**config.mk**
```make
export PLATFORM = sky130hd
export DESIGN_NAME = pc_trace_buffer
export DESIGN_NICKNAME = d
export VERILOG_FILES = /design/src/rtl/pc_trace_buffer.sv
export SDC_FILE = /design/constraint.sdc
export NUM_CORES = 1
export LEC_CHECK = 0
export CAP_MARGIN = 40
export CELL_PAD_IN_SITES_DETAIL_PLACEMENT = 1
export CELL_PAD_IN_SITES_GLOBAL_PLACEMENT = 1
export CORE_ASPECT_RATIO = 0.7
export CORE_MARGIN = 1.5
export CORE_UTILIZATION = 53
export DETAILED_ROUTE_END_ITERATION = 10
export GPL_TIMING_DRIVEN = 0
export PLACE_DENSITY = 0.89
export SETUP_SLACK_MARGIN = 0.2
export SLEW_MARGIN = 10
export SYNTH_ARGS = -nofsm -noshare
export SYNTH_HDL_FRONTEND = slang
export SYNTH_SLANG_ARGS = --single-unit
```
**constraint.sdc**
```tcl
create_clock -name clk -period 3.2 [get_ports clk]
set_clock_uncertainty 0.15 [all_clocks]
set_input_delay 0.32 -clock clk [delete_from_list [all_inputs] [get_ports clk]]
set_output_delay 0.32 -clock clk [all_outputs]
set_load 0.01 [all_outputs]
```
**src/rtl/pc_trace_buffer.sv**
```systemverilog
// Retiring-PC trace capture: circular buffer that stops a programmable number
// of retires after a trigger PC, then drains oldest-first over valid/ready.
module pc_trace_buffer #(
  parameter int unsigned PC_WIDTH = 32,
  parameter int unsigned DEPTH    = 16,
  localparam int unsigned PTR_W   = $clog2(DEPTH)
) (
  input  logic                clk,
  input  logic                reset_n,
  input  logic                arm,
  input  logic [PC_WIDTH-1:0] trig_pc,
  input  logic [PTR_W:0]      post_cnt,
  input  logic                pc_valid,
  input  logic [PC_WIDTH-1:0] pc,
  output logic                rd_valid,
  input  logic                rd_ready,
  output logic [PC_WIDTH-1:0] rd_data,
  output logic                rd_last,
  output logic                busy,
  output logic                triggered,
  output logic [PTR_W:0]      fill
);

  typedef enum logic [1:0] {
    IDLE    = 2'd0,
    CAPTURE = 2'd1,
    POST    = 2'd2,
    READOUT = 2'd3
  } state_t;

  localparam logic [PTR_W:0] FILL_MAX  = (PTR_W+1)'(DEPTH);
  localparam logic [PTR_W:0] POST_MAX  = (PTR_W+1)'(DEPTH - 1);
  localparam logic [PTR_W:0] CNT_ONE   = (PTR_W+1)'(1);
  localparam logic [PTR_W-1:0] PTR_ONE = (PTR_W)'(1);

  state_t              state_q, state_d;
  logic [PTR_W-1:0]    wr_ptr_q, wr_ptr_d;
  logic [PTR_W-1:0]    rd_ptr_q, rd_ptr_d;
  logic [PTR_W:0]      fill_q, fill_d;
  logic [PTR_W:0]      rem_q, rem_d;
  logic                trig_q, trig_d;
  logic [PC_WIDTH-1:0] tpc_q, tpc_d;
  logic                mem_we;
  logic [PC_WIDTH-1:0] mem [DEPTH];

  // Next-state, pointer and counter logic for the capture/readout session.
  always_comb begin
    state_d  = state_q;
    wr_ptr_d = wr_ptr_q;
    rd_ptr_d = rd_ptr_q;
    fill_d   = fill_q;
    rem_d    = rem_q;
    trig_d   = trig_q;
    tpc_d    = tpc_q;
    mem_we   = 1'b0;
    unique case (state_q)
      IDLE: begin
        if (arm) begin
          state_d  = CAPTURE;
          wr_ptr_d = '0;
          fill_d   = '0;
          trig_d   = 1'b0;
          tpc_d    = trig_pc;
          // Keeping at most DEPTH-1 post entries guarantees the trigger entry survives.
          rem_d    = (post_cnt > POST_MAX) ? POST_MAX : post_cnt;
        end
      end
      CAPTURE, POST: begin
        if (pc_valid) begin
          mem_we   = 1'b1;
          wr_ptr_d = wr_ptr_q + PTR_ONE;
          fill_d   = (fill_q == FILL_MAX) ? fill_q : fill_q + CNT_ONE;
          if (state_q == CAPTURE) begin
            if (pc == tpc_q) begin
              trig_d  = 1'b1;
              state_d = (rem_q == '0) ? READOUT : POST;
            end
          end else begin
            rem_d = rem_q - CNT_ONE;
            if (rem_q == CNT_ONE) state_d = READOUT;
          end
        end
      end
      READOUT: begin
        if (rd_ready) begin
          rd_ptr_d = rd_ptr_q + PTR_ONE;
          fill_d   = fill_q - CNT_ONE;
          if (fill_q == CNT_ONE) state_d = IDLE;
        end
      end
      default: state_d = IDLE;
    endcase
    // Point at the oldest entry on the entering edge so the first READOUT
    // cycle already presents valid data; uses post-write pointer and fill.
    if (state_q != READOUT && state_d == READOUT)
      rd_ptr_d = wr_ptr_d - fill_d[PTR_W-1:0];
  end

  // Session state register with asynchronous abort.
  always_ff @(posedge clk or negedge reset_n) begin
    if (!reset_n) begin
      state_q  <= IDLE;
      wr_ptr_q <= '0;
      rd_ptr_q <= '0;
      fill_q   <= '0;
      rem_q    <= '0;
      trig_q   <= 1'b0;
      tpc_q    <= '0;
    end else begin
      state_q  <= state_d;
      wr_ptr_q <= wr_ptr_d;
      rd_ptr_q <= rd_ptr_d;
      fill_q   <= fill_d;
      rem_q    <= rem_d;
      trig_q   <= trig_d;
      tpc_q    <= tpc_d;
    end
  end

  // Trace storage write port; contents deliberately not reset.
  always_ff @(posedge clk) begin
    if (mem_we) mem[wr_ptr_q] <= pc;
  end

  // Readout and status outputs.
  always_comb begin
    rd_valid  = (state_q == READOUT);
    rd_data   = rd_valid ? mem[rd_ptr_q] : '0;
    rd_last   = rd_valid && (fill_q == CNT_ONE);
    busy      = (state_q != IDLE);
    triggered = trig_q;
    fill      = fill_q;
  end

endmodule

```
==> impl_metrics.env <==
export IMPL_portBuffers=113
export IMPL_critPathKind="reg -> out"
export IMPL_grt_use_total_pct=34.1
export IMPL_fp_dieH_um=176
export IMPL_post_route_util_pct=66.6
export IMPL_crit_chain="buf_8 -> buf_12 -> buf_4 -> buf_12 -> mux4_2 -> mux4_2 -> and2_4 -> buf_6"
export IMPL_synthFlopType="edfxtp_1"
export IMPL_vias=13900
export IMPL_synth_edff_count=512
export IMPL_hold_depth=1
export IMPL_antenna_left=0
export IMPL_synthCells=1075
export IMPL_placed_cells=1761
export IMPL_cts_tree="done"
export IMPL_synthTopCellsByArea="edfxtp_1, mux4_2, dfrtp_1, mux2_2, xor2_1"
export IMPL_rows=63
export IMPL_period_share_pct=115
export IMPL_fin_ws_ns=-0.485
export IMPL_violations="negative setup slack"
export IMPL_grt_setup_unrepaired="yes"
export IMPL_synth_avg_cell_area_um2=21.1
export IMPL_min_from="pc[29]"
export IMPL_switching_share_pct=33.6
export IMPL_status="finished, violations left"
export IMPL_post_synth_top_count_cell="edfxtp_1"
export IMPL_postSynthNetCount=1169
export IMPL_cp_arrival_ns=3.21
export IMPL_drt_iter0_markers=2278
export IMPL_gr_total_overflow=0
export IMPL_leakage_nw=9.62
export IMPL_numCtsBuffers=52
export IMPL_reg2reg_to="rd_ptr_q[3]$_DFFE_PN0P_"
export IMPL_slowest_stage="mux4_2"
export IMPL_worst_ir_drop_vdd_mv=0.468
export IMPL_grt_pass1_wl_mm=104
export IMPL_wl_mm=80.8
export IMPL_maxSlewViolCount=0
export IMPL_pwr_share_clk_pct=25.5
export IMPL_cts_max_path_buffers=3
export IMPL_critPathRequiredTime_ns=2.73
export IMPL_p_int_mw=16.0
export IMPL_worstSkewPairLatency_ns=0.60
export IMPL_dpl_hpwl_mm=40.4
export IMPL_synthToLayoutAreaGrowth_pct=24.0
export IMPL_die_w_um=250
export IMPL_power_frac_comb_pct=36.1
export IMPL_gp_congestion=0.776
export IMPL_core_area_mm2=0.0423
export IMPL_antenna_found_initial=4
export IMPL_yosys_top_cells_count="edfxtp_1, mux4_2, dfrtp_1"
export IMPL_nNetsFinal=1439
export IMPL_clkTransAtPathRegs_ns=0.08
export IMPL_power_density_mw_per_mm2=852
export IMPL_synth_seq_cells=565
export IMPL_worst_hold_path_type="in -> reg"
export IMPL_yosysTopAreaCellShare_pct=67.7
export IMPL_avgViaCountPerCell=7.15
export IMPL_placed_area_mm2=0.0250
export IMPL_grt_pass1_vias=14100
export IMPL_fmax_mhz=271
export IMPL_synth_cell_type_count=51
export IMPL_worstMarginPinSlew_ns=0.979
export IMPL_setup_viol=35
export IMPL_rr_startpoint="state_q[0]$_DFF_PN0_"
export IMPL_h_tree_depth=2
export IMPL_start_util_pct=53.7
export IMPL_synth_async_sr_flop_share_pct=9.38
export IMPL_drive_above_1_share_pct=38.1
export IMPL_design_area_mm2=0.0282
export IMPL_final_cells=1939
export IMPL_ys_seq_area_share_pct=73.5
export IMPL_critPathLaunchType="flip-flop"
export IMPL_grt_max_degree=54
export IMPL_yosysTopAreaCell="edfxtp_1"
export IMPL_post_drt_wl_per_cell_um=41.7
export IMPL_fp_dieArea_mm2=0.0441
export IMPL_reg2reg_slack_ns=-0.12
export IMPL_clock_sinks=565
export IMPL_p_switching_mw=8.06
export IMPL_path_max_fanout=7
export IMPL_ff2ff_path_depth=12
export IMPL_drtPass1Iterations=5
export IMPL_synth_warning_count=0
export IMPL_drc=0
export IMPL_cp_end_kind="output pin"
export IMPL_min_to="mem[0][29]$_DFFE_PP_"
export IMPL_pwr_share_seq_pct=38.4
export IMPL_period_needed_ns=3.68
export IMPL_syn_cell_area_mm2=0.0227
export IMPL_ios=115
export IMPL_slew_headroom_pct=33.9
export IMPL_cpPeakStageDelay_ns=0.65
export IMPL_cts_root_buf="clkbuf_16"
export IMPL_hold_viol=0
export IMPL_drv_cap=0
state kept, by name, summed over array words and instances (netlist names):
signal     flops
wr_ptr_q       4
mem          512
tpc_q         32
fill           5
triggered      1
state_q        2
rd_ptr_q       4
rem_q          5
worst max-delay path by stage:
stage | endpoint | depth (start not counted) | start | slack (ns)
after floorplan | rd_ptr_q[3]$_DFFE_PN0P_ | 14 | state_q[0]$_DFF_PN0_ | 0.24
after global placement | rd_ptr_q[1]$_DFFE_PN0P_ | 7 | pc[22] | -0.68
after detailed placement | rd_ptr_q[1]$_DFFE_PN0P_ | 8 | pc[22] | -0.73
after CTS | rd_data[31] | 9 | rd_ptr_q[0]$_DFFE_PN0P_ | -0.24
after global routing | rd_data[31] | 8 | rd_ptr_q[0]$_DFFE_PN0P_ | -0.51
final | rd_data[31] | 8 | rd_ptr_q[0]$_DFFE_PN0P_ | -0.48
stage by stage:
stage          hold slack [ns]  TNS, ns  setup slack, ns  power [mW]
3_5_place_dp             0.302   -18.90           -0.735        15.1
4_1_cts                  0.125    -4.88           -0.244        22.3
2_1_floorplan           -0.126        0            0.241        12.9
6_report                 0.134    -9.32           -0.485        24.0
3_3_place_gp             0.358  -280.51           -0.684        14.5
5_1_grt                  0.125    -9.73           -0.511        24.3
layer usage:
metal / vias to the layer above / share of wire (%) / global-route usage (%) / wire length [um]
li1: 4964 / - / - / -
met1: 7187 / 34 / 43.2 / 27600
met2: 1344 / 48 / 55.2 / 38800
met3: 364 / 11 / 7.65 / 9180
met4: 4 / 6.6 / 19.1 / 5330
met5: - / 0.033 / 0 / 27
layout make-up:
type | count | area, um2
fillers | 3305 | 14100
clock inverters | 13 | 67.6
plain buffers | 53 | 542
well taps | 552 | 691
flip-flops and latches | 565 | 16700
multi-input cells | 439 | 6020
inverters | 18 | 76.3
diodes | 2 | 5.00
clock buffers | 81 | 1470
repair buffers | 216 | 2600
critical path: cells and delay by family, from the launching register on:
family,cells,cell delay (ns)
flip-flops,1,0.42
multiplexers,2,1.27
AND/OR/NAND/NOR,1,0.20
buffers and inverters,5,0.71
placed cells by master, fill, tap and decap left out, types with 4 or more instances in the layout:
master,instances
buf_16,12
and2_4,31
nand4_1,5
mux4_2,160
dfrtp_1,49
clkinv_2,4
buf_8,7
dfrtp_2,4
clkdlybuf4s50_1,51
buf_6,57
clkbuf_1,26
a21oi_1,14
nand3_1,6
dlymetal6s2s_1,16
clkbuf_4,5
edfxtp_1,512
xor2_1,37
nor2_1,13
mux2_2,32
buf_1,6
nor3_1,5
buf_4,42
clkbuf_16,53
clkbuf_8,6
clkbuf_2,17
buf_12,37
dlygate4sd2_1,11
inv_1,14
o21ai_0,9
and2_2,16
ha_1,16
clkinv_1,6
nand2_1,14
timing repair:
action,in CTS,in global routing
pin swaps,7,13
hold buffers,1,0
endpoints found under the setup margin,42,257
gates resized for setup,332,84
setup buffers,42,33
gates cloned,6,0
endpoints found under the hold margin,53,0
cells by family after synthesis:
family,synth area share [%]
flops,73.5
mux,17.7
buf+inv,1.28
simple gates,3.08
fa+ha+maj,1.13
compound gates,1.66
xor+xnor,1.62
power groups by stage:
stage                     Combinational (mW)  Sequential (mW)  Clock [mW]
after global placement                  5.39             9.14           0
after global routing                    8.81             9.19        6.32
after CTS                               7.30             9.07        5.90
after floorplan                         3.85             9.03           0
after detailed placement                5.91             9.19           0
final                                   8.67             9.21        6.14
Note: power is estimated with default switching activity, not from simulation.
